### src/rtl/core_mmio_router.sv
// Routes core data-memory requests to the memory bus or the MMIO port and returns responses in request order.
// Optional CORE_MMIO_STRB_CHECK_EN: partial-strobe MMIO writes are answered locally with an error.
module core_mmio_router #(
    parameter logic [63:0] MMIO_BASE       = 64'h0000_0000_0001_0000,
    parameter logic [63:0] MMIO_RANGE_MASK = 64'h0000_0000_0000_FFFF,
    parameter int unsigned OUTSTANDING     = 2
) (
    input  logic        g_clk,
    input  logic        g_resetn,
    input  logic        cpu_req,
    output logic        cpu_gnt,
    input  logic        cpu_wen,
    input  logic [7:0]  cpu_strb,
    input  logic [63:0] cpu_addr,
    input  logic [63:0] cpu_wdata,
    output logic        cpu_recv,
    input  logic        cpu_ack,
    output logic [63:0] cpu_rdata,
    output logic        cpu_error,
    output logic        mem_req,
    output logic        mem_wen,
    output logic [7:0]  mem_strb,
    output logic [63:0] mem_addr,
    output logic [63:0] mem_wdata,
    input  logic        mem_gnt,
    input  logic        mem_recv,
    output logic        mem_ack,
    input  logic [63:0] mem_rdata,
    input  logic        mem_error,
    output logic        mmio_req,
    output logic        mmio_wen,
    output logic [63:0] mmio_addr,
    output logic [63:0] mmio_wdata,
    input  logic        mmio_gnt,
    input  logic [63:0] mmio_rdata,
    input  logic        mmio_error
);
    localparam int unsigned PW = $clog2(OUTSTANDING);
    localparam int unsigned CW = PW + 1;
    localparam logic [CW-1:0] DEPTH = CW'(OUTSTANDING);

    typedef enum logic {
        TAG_MEM = 1'b0,
        TAG_IO  = 1'b1
    } tag_e;

    tag_e          tags [OUTSTANDING];
    logic [PW-1:0] rd_ptr;
    logic [PW-1:0] wr_ptr;
    logic [CW-1:0] count;
    tag_e          head;
    logic          q_empty;
    logic          q_full;
    logic          io_in_q;

    logic          buf_full;
    logic          buf_wen;
    logic          buf_error;
    logic [63:0]   buf_rdata;
    logic          io_pend;
    logic          io_pend_wen;
    logic          io_pend_bad;

    logic          hit;
    logic          strb_bad;
    logic          mem_ok;
    logic          io_ok;
    logic          push;
    logic          pop;

    assign hit = (cpu_addr & ~MMIO_RANGE_MASK) == MMIO_BASE;

`ifdef CORE_MMIO_STRB_CHECK_EN
    assign strb_bad = cpu_wen && (cpu_strb != 8'hFF);
`else
    assign strb_bad = 1'b0;
`endif

    assign q_empty = (count == '0);
    assign q_full  = (count == DEPTH);
    assign head    = tags[rd_ptr];
    // An IO entry is only ever pushed into an empty queue, so it can only sit at the head.
    assign io_in_q = !q_empty && (head == TAG_IO);

    // Accept conditions depend on registered state only, keeping cpu_ack off the cpu_gnt path.
    assign mem_ok = !q_full && !buf_full && !io_in_q;
    assign io_ok  = q_empty && !buf_full;

    assign mem_req   = cpu_req && !hit && mem_ok;
    assign mem_wen   = cpu_wen;
    assign mem_strb  = cpu_strb;
    assign mem_addr  = cpu_addr;
    assign mem_wdata = cpu_wdata;

    assign mmio_req   = cpu_req && hit && io_ok && !strb_bad;
    assign mmio_wen   = cpu_wen;
    assign mmio_addr  = cpu_addr;
    assign mmio_wdata = cpu_wdata;

    assign cpu_gnt = hit ? (io_ok && (strb_bad || mmio_gnt)) : (mem_ok && mem_gnt);
    assign push    = cpu_req && cpu_gnt;

    always_comb begin
        cpu_recv  = 1'b0;
        cpu_rdata = '0;
        cpu_error = 1'b0;
        mem_ack   = 1'b0;
        if (!q_empty) begin
            if (head == TAG_MEM) begin
                cpu_recv  = mem_recv;
                cpu_rdata = mem_rdata;
                cpu_error = mem_error;
                mem_ack   = cpu_ack;
            end else begin
                cpu_recv  = buf_full;
                cpu_rdata = buf_wen ? '0 : buf_rdata;
                cpu_error = buf_error;
            end
        end
    end

    assign pop = cpu_recv && cpu_ack;

    always_ff @(posedge g_clk) begin
        if (push) begin
            tags[wr_ptr] <= hit ? TAG_IO : TAG_MEM;
        end
    end

    always_ff @(posedge g_clk) begin
        if (!g_resetn) begin
            rd_ptr      <= '0;
            wr_ptr      <= '0;
            count       <= '0;
            buf_full    <= 1'b0;
            buf_wen     <= 1'b0;
            buf_error   <= 1'b0;
            buf_rdata   <= '0;
            io_pend     <= 1'b0;
            io_pend_wen <= 1'b0;
            io_pend_bad <= 1'b0;
        end else begin
            if (push) begin
                wr_ptr <= wr_ptr + PW'(1);
            end
            if (pop) begin
                rd_ptr <= rd_ptr + PW'(1);
            end
            case ({push, pop})
                2'b10:   count <= count + CW'(1);
                2'b01:   count <= count - CW'(1);
                default: count <= count;
            endcase

            io_pend     <= push && hit;
            io_pend_wen <= cpu_wen;
            io_pend_bad <= strb_bad;

            // MMIO response is fixed-latency: capture it the cycle after acceptance.
            if (io_pend) begin
                buf_full  <= 1'b1;
                buf_wen   <= io_pend_wen;
                buf_error <= io_pend_bad || mmio_error;
                buf_rdata <= io_pend_bad ? '0 : mmio_rdata;
            end else if (pop && (head == TAG_IO)) begin
                buf_full <= 1'b0;
            end
        end
    end
endmodule

### config.mk
export PLATFORM = sky130hd
export DESIGN_NAME = core_mmio_router
export DESIGN_NICKNAME = d
export VERILOG_FILES = /design/src/rtl/core_mmio_router.sv
export SDC_FILE = /design/constraint.sdc
export NUM_CORES = 1
export LEC_CHECK = 0
export ABC_AREA = 1
export CAP_MARGIN = 30
export CORE_AREA = 2 2 241 243
export CTS_CLUSTER_DIAMETER = 80
export DETAILED_ROUTE_END_ITERATION = 8
export DIE_AREA = 0 0 243 245
export PLACE_DENSITY = 0.41
export SLEW_MARGIN = 20
export SYNTH_ARGS = -nofsm -noshare
export SYNTH_HDL_FRONTEND = slang
export SYNTH_SLANG_ARGS = --single-unit
### constraint.sdc
create_clock -name g_clk -period 2 [get_ports g_clk]
set_clock_uncertainty 0.2 [all_clocks]
set_input_delay 0.4 -clock g_clk [delete_from_list [all_inputs] [get_ports g_clk]]
set_output_delay 0.4 -clock g_clk [all_outputs]
set_load 0.05 [all_outputs]
==> impl_metrics.py, run 1 <==
metrics = {
    "drt": {
        "drtIter0Drc": 145,
        "routed-via-count": 5955,
        "drc_errors": 0,
        "drt-total-wl_um": 29700,
        "wl_per_cell_um": 16.5,
        "antenna_left": 0,
        "drt-pass1-iter-count": 4,
        "via_per_inst": 3.30,
    },
    "placement": {
        "detailedPlacementHpwl_um": 22800,
        "detailed_place.area_mm2": 0.0113,
        "io_buffer_count": 353,
        "post-place-ws_ns": -0.879,
        "place_congestion": 0.862,
    },
    "final_layout": {
        "layout-area-overhead-vs-synth_pct": 116,
        "layout-drive-gt1-share_pct": 46.2,
        "filler_cell_count": 6230,
        "finish.instance_area_mm2": 0.0127,
        "n_diodes": 0,
        "nets": 1307,
        "layout.cells.most_common": "sky130_fd_sc_hd__buf_12",
        "final_cell_mix": "sky130_fd_sc_hd__buf_12 (182), sky130_fd_sc_hd__nor2_1 (152), sky130_fd_sc_hd__clkdlybuf4s50_1 (137)",
        "final_core_area_utilization_pct": 22.3,
    },
    "global_routing": {
        "first_pass_grt_wire_length_um": 42200,
        "grt_pass1_vias": 6294,
        "groute.usage.overall_pct": 9.66,
        "grt_start_max_net_pins": 57,
        "grt_overflow": 0,
        "number_of_antenna_violations_at_the_first_check_in_global_routing": 2,
    },
    "clock_network": {
        "clockBufferDepth": 2,
        "tritoncts": "yes",
        "clock_sink_count": 76,
        "htree_num_levels": 3,
        "cts.reportedPaths.clkPinSlew_ns": 0.07,
        "clk_latency_ns": 0.37,
        "ctsRootBufferMaster": "sky130_fd_sc_hd__clkbuf_16",
        "holdBufCountCts": 0,
        "number_of_cts_inserted_buffers": 9,
    },
    "synth": {
        "synth.net_count": 1157,
        "post_synth_inst_count": 882,
        "ys_warn_count": 0,
        "synth-seq-area-share_pct": 26.2,
        "postSynthAreaPerCell_um2": 6.68,
        "synthesis.area_mm2": 0.00589,
        "synth_cell_types": 21,
        "synth.ff_latch_count": 76,
    },
    "floorplanning": {
        "fp.dieW_um": 243,
        "std_cell_rows": 88,
        "initial_utilization_pct": 10.3,
        "die-area_mm2": 0.0595,
        "design.core.area_mm2": 0.0570,
        "boundaryPins": 610,
        "chipHeight_um": 245,
    },
    "sta": {
        "finalCritPeriodShare_pct": 122,
        "hold_viol_final": 0,
        "timing.max_slew.rel_slack_pct": 68.8,
        "timing.final.ws_setup_ns": -0.436,
        "post_route_setup_tns_ns": -27.82,
        "grt_setup_unrepaired": "true",
        "layout_min_cycle_time_ns": 2.44,
        "fmax_mhz": 410,
        "worst_pin_slew_ns": 0.467,
        "finalSetupViolations": 77,
        "holdWs_ns": 0.304,
        "slew_violations": 0,
    },
    "power": {
        "power_leakage_uw": 0.00478,
        "ir_worst_vdd_uv": 420,
        "power-per-cell-area_mw_per_mm2": 498,
    },
    "hold_path": {
        "min_delay_path_depth": 2,
        "hold_end": "buf_rdata[40]",
        "hold_path_class": "flop to flop",
        "worstHoldStart": "buf_rdata[40]",
    },
    "flow_run": {
        "cap_viol_max_count": 0,
    },
    "setup_path": {
        "ff2ff_setup_slack_ns": -0.26,
        "crit_type": "flop to output port",
        "worst_ep_arrival_time_ns": 1.84,
        "r2r-end": "count[1]",
        "critPathLaunch": "tags[0]",
        "reg2reg_from": "tags[0]",
        "r2r_cells": 13,
        "critPathLaunchType": "flop",
        "critical_path.max_fanout": 7,
        "critical_path_required_ns": 1.40,
        "end_kind": "output port",
    },
    "outcome": {
        "run_status": "finished with violations",
        "violations_in_the_final_reports": "negative setup slack",
    },
}
[per-layer routing]
layer | part of all wire, % | track usage (%) | up-vias | wire [um]
li1 | - | - | 2857 | -
met1 | 40 | 11.2 | 2759 | 11900
met2 | 49 | 15.9 | 256 | 14500
met3 | 7.1 | 3.14 | 83 | 2120
met4 | 4.0 | 5.07 | 0 | 1200
met5 | 0 | 0 | - | 0
[worst max-delay path, cell delays in order, from the launching register on]
cell and delay [ns]:
sky130_fd_sc_hd__edfxtp_1 0.42, sky130_fd_sc_hd__o21ai_4 0.20, sky130_fd_sc_hd__buf_12 0.19, sky130_fd_sc_hd__clkinv_16 0.11, sky130_fd_sc_hd__clkbuf_16 0.20, sky130_fd_sc_hd__nand3_2 0.09, sky130_fd_sc_hd__a21oi_4 0.07, sky130_fd_sc_hd__buf_12 0.16
[area by class of cell]
| class | instances | area, um^2 | share of cell area (%) |
|---|---|---|---|
| repair buffers | 453 | 6320 | 49.8 |
| multi-input cells | 476 | 3480 | 27.4 |
| flip-flops and latches | 76 | 1540 | 12.1 |
| well taps | 765 | 957 | 7.54 |
| clock buffers | 12 | 267 | 2.10 |
| inverters | 15 | 87.6 | 0.690 |
| clock inverters | 4 | 30.0 | 0.236 |
| repair inverters | 1 | 11.3 | 0.0887 |
[registers in the layout, indices dropped and copies added (netlist names), named ones only]
| name | count |
|---|---|
| io_pend | 1 |
| buf_error | 1 |
| buf_full | 1 |
| buf_wen | 1 |
| io_pend_wen | 1 |
| count | 2 |
| wr_ptr | 1 |
| rd_ptr | 1 |
| buf_rdata | 64 |
| tags | 2 |
[synth_stat cells]
| master | instances | area (um^2) |
|---|---|---|
| sky130_fd_sc_hd__clkbuf_1 | 27 | 101 |
| sky130_fd_sc_hd__nor2_1 | 171 | 642 |
| sky130_fd_sc_hd__nand4_1 | 3 | 18.8 |
| sky130_fd_sc_hd__nand2_1 | 86 | 323 |
| sky130_fd_sc_hd__inv_2 | 4 | 15.0 |
| sky130_fd_sc_hd__ha_1 | 1 | 12.5 |
| sky130_fd_sc_hd__nor3_2 | 1 | 10.0 |
| sky130_fd_sc_hd__nor3_1 | 2 | 10.0 |
| sky130_fd_sc_hd__dfxtp_1 | 74 | 1480 |
| sky130_fd_sc_hd__buf_4 | 266 | 2000 |
| sky130_fd_sc_hd__a21oi_1 | 70 | 350 |
| sky130_fd_sc_hd__o21ai_2 | 1 | 8.76 |
| sky130_fd_sc_hd__xor2_1 | 1 | 8.76 |
| sky130_fd_sc_hd__nand3_1 | 67 | 335 |
| sky130_fd_sc_hd__inv_1 | 11 | 41.3 |
| sky130_fd_sc_hd__buf_2 | 16 | 80.1 |
| sky130_fd_sc_hd__nand3_2 | 1 | 10.0 |
| sky130_fd_sc_hd__buf_1 | 6 | 22.5 |
| sky130_fd_sc_hd__o21ai_0 | 71 | 355 |
| sky130_fd_sc_hd__and2_1 | 1 | 6.26 |
| sky130_fd_sc_hd__edfxtp_1 | 2 | 60.1 |
[power by group]
part           leakage (uW)  internal (uW)  switching [uW]
Combinational       0.00402           1460            1620
Sequential         0.000614           1530            8.15
Clock              0.000146            950             766
[repair_timing]
action,CTS,global route
pin swaps,66,24
cloned,5,4
setup buffers,11,0
resized for setup,172,65
setup endpoints to repair,76,79
[per-stage QoR]
stage               std cells  power, uW
floorplan                 882       3830
global placement         1767       4440
detailed placement       1767       4440
CTS                      1799       6400
global route             1802       6590
finish                   1802       6330
[how the worst max path moves through the flow]
stage                    endpoint  slack [ns]  cells past startpoint
floorplan                count[1]       -0.24                     10
global placement         count[1]       -0.89                     14
detailed placement       count[1]       -0.88                     14
CTS                 cpu_rdata[43]       -0.49                      6
global route        cpu_rdata[61]       -0.53                      7
finish              cpu_rdata[51]       -0.44                      7
[cell families after synthesis]
kind of cell	after synthesis	synth area share, %
AOI/OAI and AO/OA	142	12.1
DFF	76	26.2
xor gates and xnor gates	1	0.149
buffers and inverters	330	38.3
and+or+nand+nor	332	23.0
adders and majority gates	1	0.212
(Power assumes the default switching activity.)
==> run 2: changes to the inputs <==
--- a/config.mk
+++ b/config.mk
@@ -12,6 +12,7 @@
 export DETAILED_ROUTE_END_ITERATION = 8
 export DIE_AREA = 0 0 243 245
 export PLACE_DENSITY = 0.41
+export SKIP_LAST_GASP = 1
 export SLEW_MARGIN = 20
 export SYNTH_ARGS = -nofsm -noshare
 export SYNTH_HDL_FRONTEND = slang
==> impl_metrics.py, run 2 (synthesized netlist as in run 1, its figures left out) <==
metrics = {
    "floorplanning": {
        "boundaryPins": 610,
        "std_cell_rows": 88,
        "design.core.area_mm2": 0.0570,
        "fp.dieW_um": 243,
        "chipHeight_um": 245,
        "initial_utilization_pct": 10.3,
        "die-area_mm2": 0.0595,
    },
    "setup_path": {
        "cp_common_cell": "sky130_fd_sc_hd__buf_12",
        "r2r-end": "count[1]",
        "cp_buf_inv_count": 3,
        "ff2ff_setup_slack_ns": -0.27,
        "r2r_cells": 13,
        "worst_ep_arrival_time_ns": 1.81,
        "cp_slowest_stage_delay_ns": 0.42,
        "largest_delay_contributor_family_on_the_critical_path": "buffers and inverters",
        "crit_type": "flop to output port",
        "critPathLaunchType": "flop",
        "end_kind": "output port",
        "critical_path.cell_chain": "o21ai_4 > buf_8 > buf_12 > nand2_1 > a21oi_2 > buf_12",
        "critical_path.max_fanout": 8,
        "crit_path_top_delay_cell": "sky130_fd_sc_hd__edfxtp_1",
        "critical_path_required_ns": 1.40,
        "reg2reg_from": "tags[0]",
    },
    "global_routing": {
        "number_of_antenna_violations_at_the_first_check_in_global_routing": 2,
        "first_pass_grt_wire_length_um": 42000,
        "grt_start_max_net_pins": 57,
        "grt_pass1_vias": 6299,
        "grt_overflow": 0,
        "groute.usage.overall_pct": 9.63,
    },
    "placement": {
        "detailed_place.area_mm2": 0.0113,
        "post-place-ws_ns": -0.879,
        "detailedPlacementHpwl_um": 22800,
        "io_buffer_count": 353,
        "place_congestion": 0.862,
    },
    "clock_network": {
        "tritoncts": "yes",
        "clk_latency_ns": 0.37,
        "htree_num_levels": 3,
        "holdBufCountCts": 0,
        "clock_sink_count": 76,
        "ctsRootBufferMaster": "sky130_fd_sc_hd__clkbuf_16",
        "cts.reportedPaths.clkPinSlew_ns": 0.07,
        "number_of_cts_inserted_buffers": 9,
        "clockBufferDepth": 2,
    },
    "drt": {
        "wl_per_cell_um": 16.3,
        "antenna_left": 0,
        "via_per_inst": 3.28,
        "drt-pass1-iter-count": 4,
        "drtIter0Drc": 155,
        "drt-total-wl_um": 29300,
        "drc_errors": 0,
        "routed-via-count": 5895,
    },
    "final_layout": {
        "finish.instance_area_mm2": 0.0123,
        "regMostFlops": "buf_rdata",
        "n_diodes": 0,
        "layout-drive-gt1-share_pct": 45.8,
        "layout-area-overhead-vs-synth_pct": 109,
        "layout.cells.most_common": "sky130_fd_sc_hd__buf_12",
        "largestRegisters": "buf_rdata x64, count x2, tags x2",
        "area.sequential_mm2": 0.00154,
        "max_ffs_per_register": 64,
        "area_of_the_multi_input_gates_mm2": 0.00323,
        "final_cell_mix": "sky130_fd_sc_hd__buf_12 (183), sky130_fd_sc_hd__nor2_1 (152), sky130_fd_sc_hd__clkdlybuf4s50_1 (136)",
        "final_core_area_utilization_pct": 21.5,
        "nets": 1304,
        "filler_cell_count": 6258,
    },
    "power": {
        "ir_worst_vdd_uv": 420,
        "power_leakage_uw": 0.00473,
        "power-per-cell-area_mw_per_mm2": 510,
        "total_power_uw": 6260,
    },
    "sta": {
        "finalCritPeriodShare_pct": 120,
        "hold_viol_final": 0,
        "fmax_mhz": 415,
        "slew_violations": 0,
        "grt_setup_unrepaired": "true",
        "holdWs_ns": 0.304,
        "worst_pin_slew_ns": 0.469,
        "finalSetupViolations": 76,
        "layout_min_cycle_time_ns": 2.41,
        "timing.max_slew.rel_slack_pct": 68.7,
        "timing.final.ws_setup_ns": -0.410,
    },
    "outcome": {
        "run_status": "finished with violations",
        "violations_in_the_final_reports": "negative setup slack",
    },
    "hold_path": {
        "min_delay_path_depth": 2,
        "worstHoldStart": "buf_rdata[18]",
        "hold_path_class": "flop to flop",
        "hold_end": "buf_rdata[18]",
    },
    "flow_run": {
        "cap_viol_max_count": 0,
    },
}
-- run 2: cell types whose count changed in the layout (fill, tap and decap cells not counted), sizes merged --
| cell | change |
|---|---|
| buf | +2 |
| clkinv | -1 |
| clkbuf | +22 |
| clkdlybuf4s15 | -4 |
| dlymetal6s2s | +1 |
| dlygate4sd2 | -22 |
| clkdlybuf4s50 | -1 |
-- run 2: timing repair --
item,4_1_cts,5_1_grt
cloned,5,2
endpoints found under the hold margin,0,0
setup endpoints to repair,76,79
buffers inserted,11,1
pin swaps,66,42
resized for setup,148,93
-- run 2: worst max path at each step --
stage / startpoint / end / slack (ns) / cells after the start
after floorplan: tags[0] / count[1] / -0.24 / 10
after global placement: cpu_addr[37] / count[1] / -0.89 / 14
after detailed placement: cpu_addr[37] / count[1] / -0.88 / 14
after CTS: tags[0] / cpu_rdata[3] / -0.49 / 6
after global routing: flop / cpu_rdata[12] / -0.53 / 8
final: tags[0] / cpu_rdata[3] / -0.41 / 6
-- run 2: area by class of cell --
type                       count  share of cell area [%]
clock buffer                  12                    2.17
clock inverter                 4                   0.244
inverter                      15                   0.631
multi-input combinational    476                    26.3
sequential                    76                    12.6
tap                          765                    7.79
timing repair buffer         451                    50.3
-- run 2: worst min-delay path, delay by kind of cell (launching register included) --
| kind | cells | cell delay [ns] |
|---|---|---|
| and+or+nand+nor | 1 | 0.07 |
| DFF | 1 | 0.33 |
| AOI/OAI and AO/OA | 1 | 0.07 |
-- run 2: where the power goes --
part           leakage, uW  switching (uW)  internal (uW)
logic              0.00397            1580           1420
clock network     0.000146             768            950
registers         0.000614            7.48           1530
-- run 2: per-layer routing --
| metal | global-route usage, % | up-vias | part of all wire, % |
|---|---|---|---|
| met5 | 0 | - | 0 |
| met4 | 5.07 | 0 | 4.1 |
| met3 | 3.14 | 81 | 7.2 |
| met2 | 15.9 | 247 | 49 |
| met1 | 11.1 | 2713 | 40 |
| li1 | - | 2854 | - |
-- run 2: metrics by stage --
| stage | std cells | setup TNS, ns |
|---|---|---|
| floorplan | 882 | -1.79 |
| global placement | 1767 | -17.10 |
| detailed placement | 1767 | -17.05 |
| CTS | 1799 | -32.78 |
| global route | 1799 | -35.35 |
| finish | 1799 | -26.15 |
==> run 3: changes to the inputs <==
--- a/config.mk
+++ b/config.mk
@@ -6,12 +6,13 @@
 export NUM_CORES = 1
 export LEC_CHECK = 0
 export ABC_AREA = 1
-export CAP_MARGIN = 30
+export CAP_MARGIN = 20
 export CORE_AREA = 2 2 241 243
 export CTS_CLUSTER_DIAMETER = 80
 export DETAILED_ROUTE_END_ITERATION = 8
 export DIE_AREA = 0 0 243 245
 export PLACE_DENSITY = 0.41
+export SETUP_SLACK_MARGIN = 0.02
 export SKIP_LAST_GASP = 1
 export SLEW_MARGIN = 20
 export SYNTH_ARGS = -nofsm -noshare
==> impl_metrics.py, run 3 (synthesized netlist as in run 1, its figures left out) <==
metrics = {
    "clock_network": {
        "cts.reportedPaths.clkPinSlew_ns": 0.06,
        "htree_num_levels": 3,
        "number_of_cts_inserted_buffers": 9,
        "clock_sink_count": 76,
        "ctsRootBufferMaster": "sky130_fd_sc_hd__clkbuf_16",
        "clockBufferDepth": 2,
        "clk_latency_ns": 0.37,
        "tritoncts": "yes",
    },
    "floorplanning": {
        "std_cell_rows": 88,
        "fp.dieW_um": 243,
        "initial_utilization_pct": 10.3,
        "boundaryPins": 610,
        "design.core.area_mm2": 0.0570,
        "chipHeight_um": 245,
        "die-area_mm2": 0.0595,
    },
    "drt": {
        "antenna_left": 0,
        "wl_per_cell_um": 15.8,
        "routed-via-count": 5863,
        "via_per_inst": 3.26,
        "drtIter0Drc": 173,
        "drt-total-wl_um": 28500,
        "drc_errors": 0,
        "drt-pass1-iter-count": 6,
    },
    "final_layout": {
        "layout-drive-gt1-share_pct": 48.0,
        "max_ffs_per_register": 64,
        "area_of_the_multi_input_gates_mm2": 0.00328,
        "finish.instance_area_mm2": 0.0125,
        "filler_cell_count": 6292,
        "nets": 1306,
        "layoutNonFillerInstCount": 1801,
        "final_cell_mix": "sky130_fd_sc_hd__buf_12 (185), sky130_fd_sc_hd__nor2_1 (144), sky130_fd_sc_hd__clkdlybuf4s50_1 (136)",
        "n_diodes": 0,
        "regMostFlops": "buf_rdata",
        "layout-area-overhead-vs-synth_pct": 112,
        "area.sequential_mm2": 0.00154,
        "layout.cells.most_common": "sky130_fd_sc_hd__buf_12",
        "final_core_area_utilization_pct": 21.9,
        "largestRegisters": "buf_rdata x64, count x2, tags x2",
    },
    "setup_path": {
        "r2r-end": "count[1]",
        "critPathLaunch": "tags[0]",
        "setup.worst_path.end": "cpu_rdata[39]",
        "critical_path_required_ns": 1.40,
        "r2r_cells": 13,
        "crit_type": "flop to output port",
        "end_kind": "output port",
        "critPathLaunchType": "flop",
        "ff2ff_setup_slack_ns": -0.30,
        "worst_ep_arrival_time_ns": 1.83,
        "reg2reg_from": "tags[0]",
        "critical_path.max_fanout": 5,
    },
    "flow_run": {
        "cap_viol_max_count": 0,
    },
    "outcome": {
        "run_status": "finished with violations",
        "violations_in_the_final_reports": "negative setup slack",
    },
    "power": {
        "switching_share_pct": 36.8,
        "switchingPower_uw": 2330,
        "total_power_uw": 6330,
        "power-per-cell-area_mw_per_mm2": 508,
        "power_frac_comb_pct": 48.3,
        "clock_power_share_pct": 27.3,
        "cell_int_power_uw": 4000,
        "flop_pwr_share_pct": 24.3,
        "ir_worst_vdd_uv": 417,
        "power_leakage_uw": 0.00478,
    },
    "global_routing": {
        "groute.usage.overall_pct": 9.29,
        "first_pass_grt_wire_length_um": 40700,
        "grt_pass1_vias": 6248,
        "number_of_antenna_violations_at_the_first_check_in_global_routing": 2,
        "grt_overflow": 0,
        "grt_start_max_net_pins": 46,
    },
    "sta": {
        "finalCritPeriodShare_pct": 122,
        "finalSetupViolations": 75,
        "timing.final.ws_setup_ns": -0.431,
        "worst_pin_slew_ns": 0.472,
        "layout_min_cycle_time_ns": 2.43,
        "slew_violations": 0,
        "fmax_mhz": 411,
        "timing.max_slew.rel_slack_pct": 68.5,
        "grt_setup_unrepaired": "true",
        "hold_viol_final": 0,
    },
    "placement": {
        "detailed_place.area_mm2": 0.0114,
        "io_buffer_count": 353,
        "place_inst": 1769,
        "detailedPlacementHpwl_um": 22000,
        "place_congestion": 0.817,
        "post-place-ws_ns": -0.864,
    },
    "hold_path": {
        "hold_path_class": "primary input to flop",
    },
}
## run 3: cell types whose count changed in the layout (fill, tap and decap cells not counted), moves of 9 or more
| cell | change |
|---|---|
| sky130_fd_sc_hd__nand2_1 | -14 |
| sky130_fd_sc_hd__buf_6 | +13 |
| sky130_fd_sc_hd__nand2_2 | +12 |
| sky130_fd_sc_hd__nand3_1 | +12 |
| sky130_fd_sc_hd__nand3_2 | -11 |
| sky130_fd_sc_hd__nor2_4 | +9 |
## run 3: final cells by class
cell class	count	area share (%)
clock buffer	10	1.92
clock inverter	6	0.512
inverter	15	0.703
multi-input combinational	476	26.3
sequential	76	12.4
tap	765	7.68
timing repair buffer	453	50.5
## run 3: layer usage
layer | vias up | GRT usage [%] | wire [um]
met1 | 2666 | 10.1 | 10700
met3 | 88 | 3.26 | 2140
met4 | 2 | 5.05 | 1190
li1 | 2862 | - | -
met5 | - | 0 | 12
met2 | 245 | 15.8 | 14500
## run 3: how the worst min path moves through the flow
stage / startpoint / slack [ns] / cells after the start / end
2_1_floorplan: buf_error / 0.26 / 2 / buf_error
3_3_place_gp: buf_rdata[55] / 0.28 / 2 / buf_rdata[55]
3_5_place_dp: buf_rdata[61] / 0.28 / 2 / buf_rdata[61]
4_1_cts: g_resetn / 0.23 / 3 / buf_rdata[46]
5_1_grt: g_resetn / 0.26 / 3 / buf_rdata[58]
6_report: g_resetn / 0.26 / 3 / buf_rdata[46]
## run 3: repair_timing
item | CTS | global route
gates resized for setup | 126 | 179
buffers inserted | 10 | 0
pin swaps | 58 | 63
gates cloned | 3 | 5
endpoints found under the setup margin | 76 | 78
hold buffers | 0 | 0
## run 3: power groups by stage
stage	Combinational (uW)	Clock, uW	Sequential, uW
2_1_floorplan	2280	0	1570
3_3_place_gp	2900	0	1570
3_5_place_dp	2900	0	1570
4_1_cts	3020	1850	1540
5_1_grt	3190	1890	1540
6_report	3060	1730	1540
## run 3: stage by stage
stage,hold slack [ns],setup TNS [ns]
after floorplan,0.257,-0.566
after global placement,0.278,-14.55
after detailed placement,0.282,-15.04
after CTS,0.229,-34.16
after global routing,0.263,-34.42
final,0.256,-26.51
## run 3: critical path, cell delays in order, from the launching register on
cell                        delay (ns)
sky130_fd_sc_hd__edfxtp_1         0.42
sky130_fd_sc_hd__o21ai_4          0.16
sky130_fd_sc_hd__buf_12           0.17
sky130_fd_sc_hd__buf_12           0.15
sky130_fd_sc_hd__clkbuf_16        0.15
sky130_fd_sc_hd__nand2_2          0.06
sky130_fd_sc_hd__a21oi_4          0.16
sky130_fd_sc_hd__buf_12           0.15
